**config.mk**
```make
export PLATFORM = sky130hd
export DESIGN_NAME = lsu_mem_port
export DESIGN_NICKNAME = d
export VERILOG_FILES = /design/src/rtl/lsu_mem_port.sv
export SDC_FILE = /design/constraint.sdc
export NUM_CORES = 1
export LEC_CHECK = 0
export BUFFER_PORTS_ARGS = -buffer_cell sky130_fd_sc_hd__clkbuf_2
export CAP_MARGIN = 0
export CORE_ASPECT_RATIO = 1.1
export CORE_MARGIN = 2
export CORE_UTILIZATION = 48
export DETAILED_ROUTE_END_ITERATION = 8
export PLACE_DENSITY_LB_ADDON = 0.3
export SLEW_MARGIN = 10
export SYNTH_ARGS = -nofsm -noshare
export SYNTH_HDL_FRONTEND = slang
export SYNTH_SLANG_ARGS = --single-unit
export TNS_END_PERCENT = 100
```
**constraint.sdc**
```tcl
create_clock -name clk -period 2.7 [get_ports clk]
set_input_delay 0.27 -clock clk [delete_from_list [all_inputs] [get_ports clk]]
set_output_delay 0.27 -clock clk [all_outputs]
set_load 0.005 [all_outputs]
```
**src/rtl/lsu_mem_port.sv**
```systemverilog
// Load/store front-end for the byte-lane block RAM: one RV32I request at a time, lane steering and load extension.
// Build option LSU_MISALIGN_TRAP_EN: trap misaligned accesses instead of force-aligning them.
module lsu_mem_port #(
    parameter int RAM_AW = 12,
    parameter int XLEN   = 32
) (
    input  logic              clk,
    input  logic              rst,
    input  logic              clk_en,
    input  logic              i_req_valid,
    output logic              o_req_ready,
    input  logic              i_req_we,
    input  logic [2:0]        i_req_funct3,
    input  logic [XLEN-1:0]   i_req_addr,
    input  logic [XLEN-1:0]   i_req_wdata,
    output logic              o_resp_valid,
    output logic [XLEN-1:0]   o_resp_rdata,
    output logic              o_resp_err,
    output logic              o_read_req,
    output logic [RAM_AW-1:0] o_read_addr,
    input  logic [XLEN-1:0]   i_read_data,
    output logic              o_write_enable,
    output logic [3:0]        o_byte_enable,
    output logic [RAM_AW-1:0] o_write_addr,
    output logic [XLEN-1:0]   o_write_data
);

    typedef enum logic [1:0] {IDLE, RD, RDW, RESP} state_t;

    state_t          state;
    logic [2:0]      ld_fn;
    logic [1:0]      ld_lane;

    logic [1:0]      size;
    logic            illegal;
    logic            misal;
    logic            req_err;
    logic [1:0]      lane;
    logic [3:0]      be;
    logic [XLEN-1:0] wdata_rep;
    logic [7:0]      ld_byte;
    logic [15:0]     ld_half;
    logic [XLEN-1:0] ld_fmt;

    // Address bits above the RAM window alias by design.
    logic unused_ok;
    assign unused_ok = ^{i_req_addr[XLEN-1:RAM_AW+2], misal};

    assign o_req_ready = (state == IDLE);

    always_comb begin
        size    = i_req_funct3[1:0];
        illegal = (size == 2'b11) || (i_req_we ? i_req_funct3[2] : (i_req_funct3 == 3'b110));
        misal   = ((size == 2'b01) && i_req_addr[0]) ||
                  ((size == 2'b10) && (i_req_addr[1:0] != 2'b00));
        lane    = i_req_addr[1:0];
`ifdef LSU_MISALIGN_TRAP_EN
        req_err = illegal || misal;
`else
        req_err = illegal;
        if (size == 2'b01)
            lane[0] = 1'b0;
        else if (size == 2'b10)
            lane = 2'b00;
`endif
        case (size)
            2'b00: begin
                be        = 4'b0001 << lane;
                wdata_rep = {4{i_req_wdata[7:0]}};
            end
            2'b01: begin
                be        = lane[1] ? 4'b1100 : 4'b0011;
                wdata_rep = {2{i_req_wdata[15:0]}};
            end
            default: begin
                be        = 4'b1111;
                wdata_rep = i_req_wdata;
            end
        endcase
    end

    // funct3[2] selects zero-extension for LBU/LHU.
    always_comb begin
        ld_byte = i_read_data[{ld_lane, 3'b000} +: 8];
        ld_half = ld_lane[1] ? i_read_data[31:16] : i_read_data[15:0];
        case (ld_fn[1:0])
            2'b00:   ld_fmt = {{24{~ld_fn[2] & ld_byte[7]}}, ld_byte};
            2'b01:   ld_fmt = {{16{~ld_fn[2] & ld_half[15]}}, ld_half};
            default: ld_fmt = i_read_data;
        endcase
    end

    always_ff @(posedge clk or negedge rst) begin
        if (!rst) begin
            state          <= IDLE;
            ld_fn          <= '0;
            ld_lane        <= '0;
            o_resp_valid   <= 1'b0;
            o_resp_rdata   <= '0;
            o_resp_err     <= 1'b0;
            o_read_req     <= 1'b0;
            o_read_addr    <= '0;
            o_write_enable <= 1'b0;
            o_byte_enable  <= '0;
            o_write_addr   <= '0;
            o_write_data   <= '0;
        end else if (clk_en) begin
            case (state)
                IDLE: if (i_req_valid) begin
                    o_resp_rdata <= '0;
                    if (req_err) begin
                        o_resp_valid <= 1'b1;
                        o_resp_err   <= 1'b1;
                        state        <= RESP;
                    end else if (i_req_we) begin
                        o_write_enable <= 1'b1;
                        o_byte_enable  <= be;
                        o_write_addr   <= i_req_addr[RAM_AW+1:2];
                        o_write_data   <= wdata_rep;
                        o_resp_valid   <= 1'b1;
                        o_resp_err     <= 1'b0;
                        state          <= RESP;
                    end else begin
                        o_read_req  <= 1'b1;
                        o_read_addr <= i_req_addr[RAM_AW+1:2];
                        ld_fn       <= i_req_funct3;
                        ld_lane     <= lane;
                        state       <= RD;
                    end
                end
                RD: begin
                    o_read_req <= 1'b0;
                    state      <= RDW;
                end
                RDW: begin
                    o_resp_rdata <= ld_fmt;
                    o_resp_err   <= 1'b0;
                    o_resp_valid <= 1'b1;
                    state        <= RESP;
                end
                default: begin
                    o_resp_valid   <= 1'b0;
                    o_resp_rdata   <= '0;
                    o_resp_err     <= 1'b0;
                    o_write_enable <= 1'b0;
                    state          <= IDLE;
                end
            endcase
        end
    end

endmodule

```
==> results of run 1 <==
==> cell type report <==
cell class                      instances  area, um2
Sequential cell                       103       2580
Clock inverter                          5       56.3
Inverter                               18       67.6
Multi-Input combinational cell        273       1970
Clock buffer                           11        151
Fill cell                             829       3770
Tap cell                              120        150
Timing Repair Buffer                  192       1000
==> report_power, final <==
part           internal (mW)  switching, mW  total [mW]
Sequential              2.23          0.497        2.73
Combinational           1.18           1.08        2.26
Clock                  0.478          0.522        1.00
Total                   3.89           2.10        5.99
==> how the worst min path moves through the flow <==
stage / start / endpoint / slack [ps] / cells after the start
after floorplan: rst / ld_fn[0] / -30 / 0
after global placement: rst / o_resp_rdata[19] / 360 / 1
after detailed placement: rst / o_resp_rdata[17] / 370 / 1
after CTS: i_read_data[29] / o_resp_rdata[29] / 120 / 2
after global routing: i_req_addr[5] / o_read_addr[3] / 130 / 2
final: i_read_data[29] / o_resp_rdata[29] / 150 / 2
==> flip-flops by register name, indices dropped and copies added (netlist names) <==
name,cells
o_byte_enable,4
o_read_addr,12
o_resp_err,1
state,2
o_read_req,1
o_write_addr,12
o_write_data,32
o_resp_valid,1
o_write_enable,1
ld_lane,2
o_resp_rdata,32
ld_fn,3
==> through the flow <==
step	setup WS [ps]	hold slack (ps)	power, mW	util
2_1_floorplan	579	-25.6	3.92	-
3_3_place_gp	501	365	4.92	0.591
3_5_place_dp	434	366	5.05	0.591
4_1_cts	416	121	6.06	0.613
5_1_grt	264	131	6.45	0.613
6_report	408	145	5.99	0.613
==> per-layer routing <==
metal,up-vias,GRT usage,share of wire
li1,1866,-,-
met1,1890,0.278,0.41
met2,156,0.356,0.48
met3,18,0.0679,0.088
met4,0,0.103,0.024
met5,-,0,0
==> what timing repair did <==
action	in CTS	in global routing
hold buffers	1	0
hold endpoints to repair	57	0
gates resized for setup	0	0
==> synth_stat cells, types with 4 or more instances <==
master / instances
a221o_1: 16
o21ai_0: 52
mux2_2: 39
mux2i_1: 25
mux2_4: 4
clkbuf_1: 21
nand2_1: 40
inv_1: 18
a22o_1: 11
dfrtp_1: 103
buf_2: 5
a21oi_1: 33
ha_1: 4
nor2_1: 16
a222oi_1: 6
==> logic make-up (layout without fill, tap and decap cells) <==
| logic type | count (synthesis) | count (layout) | share of synthesized area |
|---|---|---|---|
| buffers and inverters | 48 | 226 | 0.0427 |
| muxes | 68 | 68 | 0.158 |
| and+or+nand+nor | 74 | 74 | 0.0751 |
| AOI/OAI and AO/OA | 127 | 127 | 0.171 |
| DFF | 103 | 103 | 0.543 |
| adders and majority gates | 4 | 4 | 0.0105 |
==> metrics, run 1 <==
outcome=complete, no violations; CTS tree=built; synthesized area=about 4700 um2; first-pass GRT wire length=~19,000 um; commonest non-fill, non-tap cell in the layout=clkbuf_2; antenna cells=0; CP Cell Sequence=inv_1 -> ha_1 -> nand2b_1 -> nand4b_2 -> nor2_1 -> a221o_1; DP HPWL=8710 um; Final Hold Vio Count=0; area delta synth->final=25.9%; register bit total from synthesis=about 100; I/O Buffers=about 180; clk_lat worst skew=around 370 ps; ys async rst share=1.00; total wire length=~12,000 um; worst min-delay path category=in -> reg; CTS Buf Count=9; Worst EP required=3000 ps; net count after synthesis=about 530; vias in the first global route=3,834; clock-pin slew on the worst setup and hold paths=~90 ps; gpl congestion=~0.88; row count=38; routed vias=a little under 4,000; Avg Cell Area, Syn=about 11 um2; Synth cell types=38; Slew @ Worst Pin=between 1000 and 1500 ps; setup bufs post-CTS=0; Peak Freq=between 400 and 500 MHz; Ports=approximately 200; initial antenna violation count=0; PwrDens=1000 nW/um2; Worst path max stage delay=approximately 830 ps; CP delay by family, top=simple AND/OR/NAND/NOR gates; Starting Density=0.487; Area after DPL=~5800 um2; max-slew violation count=0; period utilisation layout=0.849; area share of the largest cell type after synthesis=0.543; post-synthesis sequential area ratio=0.543; most frequent cells in the layout=clkbuf_2, dfrtp_1, o21ai_0; fin cells=between 700 and 800; drt drc=0; setup_tns=0 ps; die area=10,700 um2; type of the worst setup path=reg -> reg; Worst Path Arrival=around 2600 ps; worst path bufs/invs=1; Reg2Reg Depth=6; clk root buf=clkbuf_8; Nets=between 700 and 800; CTS max path bufs=2; leakage=between 3 and 4 nW; Setup crit end=o_resp_rdata[26]; Reg-to-Reg Start=state[0]; Synth area leaders=dfrtp_1, mux2_2, o21ai_0; grt ovf=0; Primary FF master, synth=dfrtp_1; slew margin rel.=0.279; Setup violations, final=0; min cycle time layout=between 2000 and 2500 ps; unrepaired setup endpoints after global routing=no; flop2flop setup slack=between 400 and 500 ps; Via density=5.44; drt wl/cell=~16 um; peak supply drop=approximately 0.5 mV; largest net degree at the start of global routing=between 70 and 80; DR pass1 iterations=4; Setup crit start=state[0]; Crit Reg-Reg Endpoint=o_resp_rdata[26]; post-placement cell count=~710; drt first-iter violations=202; Die Height=between 100 and 150 um; Post-synth EDFFs=0; Max Cap Viol=0; layout cells sized above 1=0.422; area leader, netlist=dfrtp_1; core box area=about 9700 um2; GRT Overall Usage=0.223; yosys warns=0; Slowest cell on crit path=nor2_1; synthesized instance count=about 420; clk sinks=103; htree depth=3; path length in cells of the critical path=6; CP Launch Type=flip-flop; Setup crit end kind=flip-flop; Final Cell Area=roughly 6000 um2; Final ANT Viol Nets=0; crit path max fanout=16; final setup skew=10.2 ps; Die Width=98.8 um
Note: power is estimated with default switching activity, not from simulation.
==> run 2: changes to the inputs <==
--- a/config.mk
+++ b/config.mk
@@ -5,11 +5,12 @@
 export SDC_FILE = /design/constraint.sdc
 export NUM_CORES = 1
 export LEC_CHECK = 0
+export ABC_AREA = 1
 export BUFFER_PORTS_ARGS = -buffer_cell sky130_fd_sc_hd__clkbuf_2
 export CAP_MARGIN = 0
 export CORE_ASPECT_RATIO = 1.1
 export CORE_MARGIN = 2
-export CORE_UTILIZATION = 48
+export CORE_UTILIZATION = 44
 export DETAILED_ROUTE_END_ITERATION = 8
 export PLACE_DENSITY_LB_ADDON = 0.3
 export SLEW_MARGIN = 10
==> constraint.sdc (replaced) <==
create_clock -name clk -period 2 [get_ports clk]
set_input_delay 0.2 -clock clk [delete_from_list [all_inputs] [get_ports clk]]
set_output_delay 0.2 -clock clk [all_outputs]
set_load 0.005 [all_outputs]
==> metrics, run 2 <==
simple-gate share of the synthesized area=0.250; period utilisation layout=0.890; initial antenna violation count=0; PwrDens=1400 nW/um2; Final Hold Vio Count=0; count leader, synth=nand2_1; max-slew violation count=0; largest net degree at the start of global routing=between 90 and 100; clock-pin slew on the worst setup and hold paths=70 ps; Setup violations, final=0; clk_lat worst skew=around 340 ps; Finished Core Util=0.568; setup bufs post-CTS=0; commonest non-fill, non-tap cell in the layout=nand2_1; drt wl/cell=around 14 um; row count=between 40 and 50; register bit total from synthesis=103; I/O Buffers=between 150 and 200; clk root buf=clkbuf_16; Post-synth EDFFs=0; area leader, netlist=dfrtp_1; net count after synthesis=approximately 750; GRT Overall Usage=0.221; yosys warns=0; main combinational cell family by area after synthesis=simple AND/OR/NAND/NOR gates; Synth cell types=32; most frequent cells after synthesis=nand2_1, dfrtp_1, o21ai_0; DP Worst Slack=between 150 and 200 ps; mux share of post-synthesis cell area=0; Final ANT Viol Nets=0; most frequent cells in the layout=nand2_1, clkbuf_2, dfrtp_1; synthesized area=5130 um2; routed vias=approximately 4,800; Total Power=roughly 9 mW; outcome=complete, no violations; post-route setup slack=approximately 220 ps; Reg2Reg Depth=10; die area=about 13,000 um2; layout cells sized above 1=0.292; flop2flop setup slack=220 ps; DR pass1 iterations=5; ys async rst share=1.00; Setup crit end kind=flip-flop; peak supply drop=between 0.6 and 0.7 mV; biggest regs=o_resp_rdata (32), o_write_data (32); Ports=approximately 200; worst hold margin=approximately 96 ps; drt first-iter violations=between 200 and 250; grt ovf=0; gpl congestion=0.899; setup_tns=0 ps; htree depth=3; Avg Cell Area, Syn=~8.0 um2; xor/xnor share of the synthesized area=0; leakage=~3.7 nW; slew margin rel.=0.706; CTS tree=built; FILL cells=1,099; Die Height=117 um; unrepaired setup endpoints after global routing=no; Via density=4.94; Die Width=approximately 110 um; Crit Reg-Reg Endpoint=o_read_req; Setup crit end=o_read_req; Max Cap Viol=0; Slew @ Worst Pin=roughly 440 ps; synthesized instance count=between 600 and 700; Worst Path Arrival=~2000 ps; drt drc=0; CTS max path bufs=2; DP HPWL=between 10,000 and 15,000 um; crit path max fanout=35; Worst EP required=2220 ps; Peak Freq=around 560 MHz; min cycle time layout=about 1800 ps; Synth area leaders=dfrtp_1, nand2_1, o21ai_0; post-synthesis sequential area ratio=0.503; compound-cell area share of the yosys netlist=0.148; Synth Area in Adders=0.00976; Primary FF master, synth=dfrtp_1; worst min-delay path category=in -> reg; core box area=11,400 um2; area delta synth->final=26.7%; area share of the largest cell type after synthesis=0.503; Setup crit start=state[0]; total wire length=about 13,000 um; CP Launch Type=flip-flop; final setup skew=6.32 ps; Starting Density=0.448; Nets=around 900; first-pass GRT wire length=between 20,000 and 25,000 um; type of the worst setup path=reg -> reg; CTS Buf Count=9; Reg-to-Reg Start=state[0]; antenna cells=0; clk sinks=between 100 and 150; vias in the first global route=around 4,700
-- run 2: how the worst min path moves through the flow --
stage | depth (start not counted) | startpoint | slack [ps] | to
4_1_cts | 3 | i_req_addr[4] | 80 | o_write_addr[2]
6_report | 3 | i_req_addr[4] | 100 | o_write_addr[2]
2_1_floorplan | 0 | rst | -100 | ld_fn[0]
3_3_place_gp | 1 | rst | 40 | o_resp_rdata[10]
3_5_place_dp | 1 | rst | 40 | o_resp_rdata[12]
5_1_grt | 3 | i_req_addr[9] | 110 | o_write_addr[7]
-- run 2: what timing repair did --
| item | CTS | global route |
|---|---|---|
| endpoints found under the hold margin | 103 | 0 |
| gates resized for setup | 0 | 1 |
| hold buffers | 1 | 0 |
| endpoints found under the setup margin | 0 | 2 |
-- run 2: critical path: stages (launching register included) --
cell and delay, ps:
dfrtp_1 410, inv_1 120, ha_2 270, inv_2 70
o21ai_4 200, inv_1 110, nand3_2 110, buf_12 180
nand2_1 60, o21ai_0 70, inv_1 60
-- run 2: per-stage QoR --
stage,cells,area [um2]
after CTS,971,6490
after global placement,954,6190
final,971,6500
after global routing,971,6500
after detailed placement,954,6190
after floorplan,643,5130
-- run 2: power by group --
group	internal (mW)	switching [mW]
sequential	3.02	0.603
clock	0.979	0.801
combinational	1.59	2.13
total	5.59	3.53
-- run 2: area by class of cell --
| class | instances | area (um2) | area share |
|---|---|---|---|
| Timing Repair Buffer | 194 | 1080 | 0.166 |
| Multi-Input combinational cell | 445 | 2100 | 0.323 |
| Inverter | 63 | 258 | 0.0397 |
| Clock inverter | 6 | 67.6 | 0.0104 |
| Clock buffer | 10 | 229 | 0.0352 |
| Tap cell | 150 | 188 | 0.0289 |
| Sequential cell | 103 | 2580 | 0.397 |
-- run 2: metal layers --
metal	vias to the layer above	routed length, um	GRT usage
met5	-	0	0
met4	0	255	0.0693
met3	25	895	0.0554
met2	169	6670	0.375
met1	2214	5670	0.279
li1	2390	-	-
-- run 2: kinds of logic after synthesis --
logic type | count (synthesis)
buf+inv | 95
flops | 103
compound gates | 148
simple gates | 293
fa+ha+maj | 4
